[src/rtl/decoder.sv]
// RV32I decode stage: one fetched word in, one registered decoder_output bundle out.
// Latency: 1 cycle from accept edge to decoder_valid; one-entry output register.
// Backpressure: decoder_ready drops while a held word is not consumed or a flush is active.
package decoder_pkg;
    typedef struct packed {
        logic [31:0] instr;
        logic [31:0] pc;
    } fetcher_output;

    typedef struct packed {
        logic [31:0] pc;
        logic [31:0] instr;
        logic [4:0]  rd;
        logic [4:0]  rs1;
        logic [4:0]  rs2;
        logic [2:0]  funct3;
        logic        funct7b5;
        logic [31:0] imm;
        logic        is_lui;
        logic        is_auipc;
        logic        is_jal;
        logic        is_jalr;
        logic        is_branch;
        logic        is_load;
        logic        is_store;
        logic        is_alu_imm;
        logic        is_alu_reg;
        logic        is_fence;
        logic        is_system;
        logic        uses_rs1;
        logic        uses_rs2;
        logic        writes_rd;
        logic        illegal;
    } decoder_output;

    localparam logic [6:0] OP_LUI    = 7'b0110111;
    localparam logic [6:0] OP_AUIPC  = 7'b0010111;
    localparam logic [6:0] OP_JAL    = 7'b1101111;
    localparam logic [6:0] OP_JALR   = 7'b1100111;
    localparam logic [6:0] OP_BRANCH = 7'b1100011;
    localparam logic [6:0] OP_LOAD   = 7'b0000011;
    localparam logic [6:0] OP_STORE  = 7'b0100011;
    localparam logic [6:0] OP_IMM    = 7'b0010011;
    localparam logic [6:0] OP_REG    = 7'b0110011;
    localparam logic [6:0] OP_FENCE  = 7'b0001111;
    localparam logic [6:0] OP_SYSTEM = 7'b1110011;
endpackage

module decoder
    import decoder_pkg::*;
(
    input  logic          clk,
    input  logic          reset,
    input  logic          fetcher_valid,
    output logic          decoder_ready,
    input  fetcher_output in,
    input  logic          executor_ready,
    output logic          decoder_valid,
    input  logic          flush,
    output decoder_output out
);

    logic [31:0]   ins;
    logic [6:0]    opc;
    logic [2:0]    f3;
    logic [6:0]    f7;
    logic          legal;
    logic [31:0]   imm;
    decoder_output dec;

    assign ins = in.instr;
    assign opc = ins[6:0];
    assign f3  = ins[14:12];
    assign f7  = ins[31:25];

    always_comb begin
        legal = 1'b0;
        imm   = '0;
        case (opc)
            OP_LUI, OP_AUIPC: begin
                legal = 1'b1;
                imm   = {ins[31:12], 12'b0};
            end
            OP_JAL: begin
                legal = 1'b1;
                imm   = {{11{ins[31]}}, ins[31], ins[19:12], ins[20], ins[30:21], 1'b0};
            end
            OP_JALR: begin
                legal = (f3 == 3'b000);
                imm   = {{20{ins[31]}}, ins[31:20]};
            end
            OP_BRANCH: begin
                legal = (f3[2:1] != 2'b01);
                imm   = {{19{ins[31]}}, ins[31], ins[7], ins[30:25], ins[11:8], 1'b0};
            end
            OP_LOAD: begin
                legal = !(f3 == 3'b011 || f3[2:1] == 2'b11);
                imm   = {{20{ins[31]}}, ins[31:20]};
            end
            OP_STORE: begin
                legal = (f3 < 3'd3);
                imm   = {{20{ins[31]}}, ins[31:25], ins[11:7]};
            end
            OP_IMM: begin
                // Shift-immediates reuse funct7 as an opcode extension
                if (f3 == 3'b001)
                    legal = (f7 == 7'h00);
                else if (f3 == 3'b101)
                    legal = (f7 == 7'h00) || (f7 == 7'h20);
                else
                    legal = 1'b1;
                imm = {{20{ins[31]}}, ins[31:20]};
            end
            OP_REG: begin
                legal = (f7 == 7'h00) || (f7 == 7'h20 && (f3 == 3'b000 || f3 == 3'b101));
            end
            OP_FENCE: begin
                legal = 1'b1;
                imm   = {{20{ins[31]}}, ins[31:20]};
            end
            OP_SYSTEM: begin
                legal = (ins == 32'h0000_0073) || (ins == 32'h0010_0073);
                imm   = {{20{ins[31]}}, ins[31:20]};
            end
            default: legal = 1'b0;
        endcase
        if (ins[1:0] != 2'b11 || ins == 32'h0000_0000 || ins == 32'hFFFF_FFFF)
            legal = 1'b0;
    end

    always_comb begin
        dec            = '0;
        dec.pc         = in.pc;
        dec.instr      = ins;
        dec.rd         = ins[11:7];
        dec.rs1        = ins[19:15];
        dec.rs2        = ins[24:20];
        dec.funct3     = f3;
        dec.funct7b5   = ins[30];
        dec.imm        = imm;
        dec.is_lui     = legal && (opc == OP_LUI);
        dec.is_auipc   = legal && (opc == OP_AUIPC);
        dec.is_jal     = legal && (opc == OP_JAL);
        dec.is_jalr    = legal && (opc == OP_JALR);
        dec.is_branch  = legal && (opc == OP_BRANCH);
        dec.is_load    = legal && (opc == OP_LOAD);
        dec.is_store   = legal && (opc == OP_STORE);
        dec.is_alu_imm = legal && (opc == OP_IMM);
        dec.is_alu_reg = legal && (opc == OP_REG);
        dec.is_fence   = legal && (opc == OP_FENCE);
        dec.is_system  = legal && (opc == OP_SYSTEM);
        dec.uses_rs1   = dec.is_jalr | dec.is_branch | dec.is_load | dec.is_store
                       | dec.is_alu_imm | dec.is_alu_reg;
        dec.uses_rs2   = dec.is_branch | dec.is_store | dec.is_alu_reg;
        dec.writes_rd  = (dec.is_lui | dec.is_auipc | dec.is_jal | dec.is_jalr | dec.is_load
                       | dec.is_alu_imm | dec.is_alu_reg) && (ins[11:7] != 5'd0);
        dec.illegal    = !legal;
    end

    assign decoder_ready = !reset && !flush && (!decoder_valid || executor_ready);

    // A word arriving while the held one is stalled is dropped; fetch never launches then
    always_ff @(posedge clk) begin
        if (reset) begin
            decoder_valid <= 1'b0;
            out           <= '0;
        end else if (flush) begin
            decoder_valid <= 1'b0;
        end else if (fetcher_valid && (!decoder_valid || executor_ready)) begin
            decoder_valid <= 1'b1;
            out           <= dec;
        end else if (decoder_valid && executor_ready) begin
            decoder_valid <= 1'b0;
        end
    end

`ifdef FORMAL
    logic          past_ok;
    logic          ready_q;
    logic          valid_q;
    logic          hold_q;
    logic          drop_ok_q;
    decoder_output out_q;

    always_ff @(posedge clk) begin
        past_ok   <= 1'b1;
        ready_q   <= decoder_ready;
        valid_q   <= decoder_valid;
        hold_q    <= decoder_valid && !executor_ready && !reset && !flush;
        drop_ok_q <= reset || flush || executor_ready;
        out_q     <= out;
    end

    always @(posedge clk) begin
        if (past_ok) begin
            assert (!(fetcher_valid && !ready_q));
            if (valid_q && !decoder_valid)
                assert (drop_ok_q);
            if (hold_q)
                assert (out == out_q);
        end
    end
`endif

endmodule

[config.mk]
export PLATFORM = sky130hd
export DESIGN_NAME = decoder
export DESIGN_NICKNAME = d
export VERILOG_FILES = /design/src/rtl/decoder.sv
export SDC_FILE = /design/constraint.sdc
export NUM_CORES = 1
export LEC_CHECK = 0
export ABC_AREA = 1
export ABC_CLOCK_PERIOD_IN_PS = 1400
export CORE_MARGIN = 2
export CORE_UTILIZATION = 43
export CTS_CLUSTER_SIZE = 28
export DETAILED_ROUTE_END_ITERATION = 8
export GPL_TIMING_DRIVEN = 0
export PLACE_DENSITY = 0.78
export SKIP_CTS_REPAIR_TIMING = 1
export SYNTH_ARGS = -nofsm -noshare
export SYNTH_HDL_FRONTEND = slang
export SYNTH_SLANG_ARGS = --single-unit
[constraint.sdc]
create_clock -name clk -period 1.4 [get_ports clk]
set_input_delay 0.21 -clock clk [delete_from_list [all_inputs] [get_ports clk]]
set_output_delay 0.21 -clock clk [all_outputs]
set_load 0.02 [all_outputs]
==> results_tabular.tex <==
\begin{tabular}{lr}
\hline
Metric & Value \\
\hline
\multicolumn{2}{l}{\textbf{Setup path}} \\
Category of the worst setup path capture point & register \\
Maximum fanout along the worst path & 6 \\
Launching point of the worst reg2reg path & decoder\_valid\$\_SDFFE\_PN0P\_ \\
Reg2Reg Capture Point & out[18]\$\_SDFFE\_PP0P\_ \\
Critical path class & reg2reg \\
Register-to-register path setup slack & -0.19 ns \\
Required time at the endpoint of the critical path & 1.71 ns \\
CP Launch Type & register \\
Crit path DAT & 1.89 ns \\
Number of cells traversed by the worst register-to-register path & 10 \\
\multicolumn{2}{l}{\textbf{Timing}} \\
Highest Clock Rate & 631 MHz \\
Worst hold-check slack & 0.165 ns \\
Worst path setup slack after routing & -0.186 ns \\
Final hold violation count & 0 \\
Unrepaired setup endpoints after global routing & true \\
Setup violators final & 89 \\
Post-layout minimum cycle time & 1.59 ns \\
Remaining max-slew budget at the tightest pin & 0.513 \\
Setup clock skew after layout & 0.00494 ns \\
Worst Max-Slew Pin Slew & 0.731 ns \\
Fin crit share & 1.13 \\
Number of pins exceeding their max-slew limit in the final report & 0 \\
\multicolumn{2}{l}{\textbf{GRT}} \\
Number of antenna violations at the first check in global routing & 1 \\
GRT Overall Usage & 0.268 \\
Pin count of the biggest net entering global routing & 19 \\
Number of global-route vias before repair & 5111 \\
Global-route congestion overflow total & 0 \\
Wire length of the first global-routing pass & 25.2 mm \\
\multicolumn{2}{l}{\textbf{Status}} \\
Run status & finished, violations left \\
Violated checks & setup timing \\
\multicolumn{2}{l}{\textbf{Pwr}} \\
Share of power burned in registers & 0.456 \\
Power per Cell Area & 833 nW/um2 \\
Cell internal power dissipation & 5.37 mW \\
Share of total power in combinational logic & 0.236 \\
Clock network fraction of design power & 0.308 \\
Switching power & 2.15 mW \\
Leakage power summed over all cells & 5.88 nW \\
Switching Share & 0.286 \\
VDD IR max & 906 uV \\
\multicolumn{2}{l}{\textbf{Die}} \\
\# IOs & 201 \\
Core Area & 10900 um2 \\
Die Span Y & 110 um \\
Die Area & 12100 um2 \\
Width of the chip & 110 um \\
Num rows & 38 \\
Starting density of the core & 0.442 \\
\multicolumn{2}{l}{\textbf{Logic synthesis}} \\
Synthesized netlist net count & 750 \\
Async set-reset flop share out of synthesis & 0 \\
Register area share after synthesis & 0.466 \\
Number of synthesized register bits & 112 \\
Mapped Area & 4810 um2 \\
Commonest cells in the netlist & sky130\_fd\_sc\_hd\_\_nor2\_1 (130), sky130\_fd\_sc\_hd\_\_nand2\_1 (129), sky130\_fd\_sc\_hd\_\_dfxtp\_1 (112) \\
Yosys warns & 0 \\
Synthesized instance count & 681 \\
Dominant register cell in the synthesized netlist & sky130\_fd\_sc\_hd\_\_dfxtp\_1 \\
Top-count cell post-synth & sky130\_fd\_sc\_hd\_\_nor2\_1 \\
Share of Yosys cell area claimed by the top area cell type & 0.466 \\
Top post-synthesis cells by area & sky130\_fd\_sc\_hd\_\_dfxtp\_1 (47\%), sky130\_fd\_sc\_hd\_\_nor2\_1 (10\%), sky130\_fd\_sc\_hd\_\_nand2\_1 (10\%) \\
Synth cell types & 25 \\
Mean instance size in the synthesized netlist & 7.07 um2 \\
Library cell with the largest summed area after synthesis & sky130\_fd\_sc\_hd\_\_dfxtp\_1 \\
Number of enable-type register cells in the synthesized netlist & 0 \\
\multicolumn{2}{l}{\textbf{Worst hold path}} \\
Hold Crit Depth & 3 \\
Hold\_sp & in[35] \\
Worst Hold Path EP & out[69]\$\_SDFFE\_PP0P\_ \\
Worst min-delay path category & in2reg \\
\multicolumn{2}{l}{\textbf{Detailed routing}} \\
Average wire per standard cell & 18.3 um \\
Via count & 5744 \\
Number of design rule violations left after detail routing & 0 \\
Via/cell ratio & 5.37 \\
Initial DRC Count & 573 \\
Total Routed Length & 19.6 mm \\
TritonRoute pass-1 iters & 7 \\
Final antenna-violating net count & 0 \\
\multicolumn{2}{l}{\textbf{Clocking}} \\
Clock tree from TritonCTS & yes \\
Clock latency on the worst-skew pair & 0.38 ns \\
Reg clk slew, reported paths & 0.10 ns \\
Number of buffers added by the clock tree synthesis step & 9 \\
CTS H-tree depth & 3 \\
Longest Clk Path Bufs & 2 \\
Root Buffer & sky130\_fd\_sc\_hd\_\_clkbuf\_8 \\
\# clock sinks & 112 \\
\multicolumn{2}{l}{\textbf{Job}} \\
Max-cap check violation count & 0 \\
\multicolumn{2}{l}{\textbf{Placed design}} \\
Post-detail-place hpwl & 12.6 mm \\
Routability-driven placement congestion ratio & 0.954 \\
Count of input and output buffers & 199 \\
\multicolumn{2}{l}{\textbf{Cells and area}} \\
Final core utilization & 0.829 \\
Area overhead of the layout relative to synthesis & 87.6\% \\
Final nets & 993 \\
Fraction of final layout cells with drive strength greater than 1 & 0.295 \\
\hline
\end{tabular}
routing by layer:
metal	vias to the layer above	GRT usage	share of wire
met5	-	0	0
met1	2704	0.332	0.38
met2	314	0.447	0.50
met4	0	0.0823	0.029
li1	2672	-	-
met3	54	0.0812	0.093
cell usage in the layout (no fill, tap or decap), types with 28 or more instances in the layout:
cell                              synthesis  routed
sky130_fd_sc_hd__buf_4                   22      31
sky130_fd_sc_hd__o21ai_0                 70      47
sky130_fd_sc_hd__a21oi_2                  0      43
sky130_fd_sc_hd__clkdlybuf4s50_1          0      54
sky130_fd_sc_hd__nand2_1                129      94
sky130_fd_sc_hd__nor2_2                   1      28
sky130_fd_sc_hd__nor2_1                 130      88
sky130_fd_sc_hd__a21oi_1                 72      28
sky130_fd_sc_hd__dlymetal6s2s_1           0     144
sky130_fd_sc_hd__dfxtp_1                112     111
sky130_fd_sc_hd__inv_1                   49      39
worst max-delay path by stage:
stage / start / cells past startpoint / end
2_1_floorplan: decoder_valid$_SDFFE_PN0P_ / 7 / out[26]$_SDFFE_PP0P_
3_3_place_gp: reset / 6 / decoder_ready
3_5_place_dp: reset / 6 / decoder_ready
4_1_cts: reset / 6 / decoder_ready
5_1_grt: decoder_valid$_SDFFE_PN0P_ / 10 / out[18]$_SDFFE_PP0P_
6_report: decoder_valid$_SDFFE_PN0P_ / 10 / out[18]$_SDFFE_PP0P_
sequential cells by signal, indices dropped and copies added, names as in the netlist:
signal and count:
decoder_valid 1, out 111
kinds of logic after synthesis:
group,count (synthesis),share of synthesized area
AO/OA/AOI/OAI,152,0.164
buffers and inverters,109,0.106
flip-flops,112,0.466
AND/OR/NAND/NOR,308,0.264
power by group through the flow:
| stage | logic (mW) | clock network, mW | registers, mW |
|---|---|---|---|
| 4_1_cts | 1.35 | 2.31 | 3.42 |
| 6_report | 1.78 | 2.32 | 3.43 |
| 5_1_grt | 1.87 | 2.46 | 3.45 |
| 3_3_place_gp | 1.32 | 0 | 3.48 |
| 2_1_floorplan | 0.452 | 0 | 3.66 |
| 3_5_place_dp | 1.35 | 0 | 3.49 |
critical path, stage by stage (launching register included):
cell                      delay [ns]
sky130_fd_sc_hd__dfxtp_2        0.34
sky130_fd_sc_hd__inv_2          0.06
sky130_fd_sc_hd__nor2_4         0.04
sky130_fd_sc_hd__nor3_4         0.19
sky130_fd_sc_hd__buf_6          0.16
sky130_fd_sc_hd__buf_6          0.13
sky130_fd_sc_hd__buf_12         0.14
sky130_fd_sc_hd__buf_6          0.12
sky130_fd_sc_hd__buf_8          0.12
sky130_fd_sc_hd__nand2_1        0.07
sky130_fd_sc_hd__a21oi_1        0.14
stage by stage:
stage	area [um2]	total power [mW]	instances	setup slack, ns	setup TNS, ns
2_1_floorplan	4820	4.11	681	0.0548	0
3_3_place_gp	6980	4.81	1020	-0.915	-65.66
3_5_place_dp	6980	4.83	1020	-0.976	-70.41
4_1_cts	7230	7.08	1036	-0.976	-52.10
5_1_grt	9030	7.77	1070	-0.246	-12.31
6_report	9030	7.52	1070	-0.186	-5.89
final cells by class:
class	instances	area, um2
diodes	1	2.50
fillers	627	1860
flip-flops and latches	112	2240
inverters	54	214
well taps	140	175
clock buffers	9	124
repair buffers	233	2890
multi-input cells	460	2740
clock inverters	7	120
plain buffers	54	518
(Power assumes the default switching activity.)
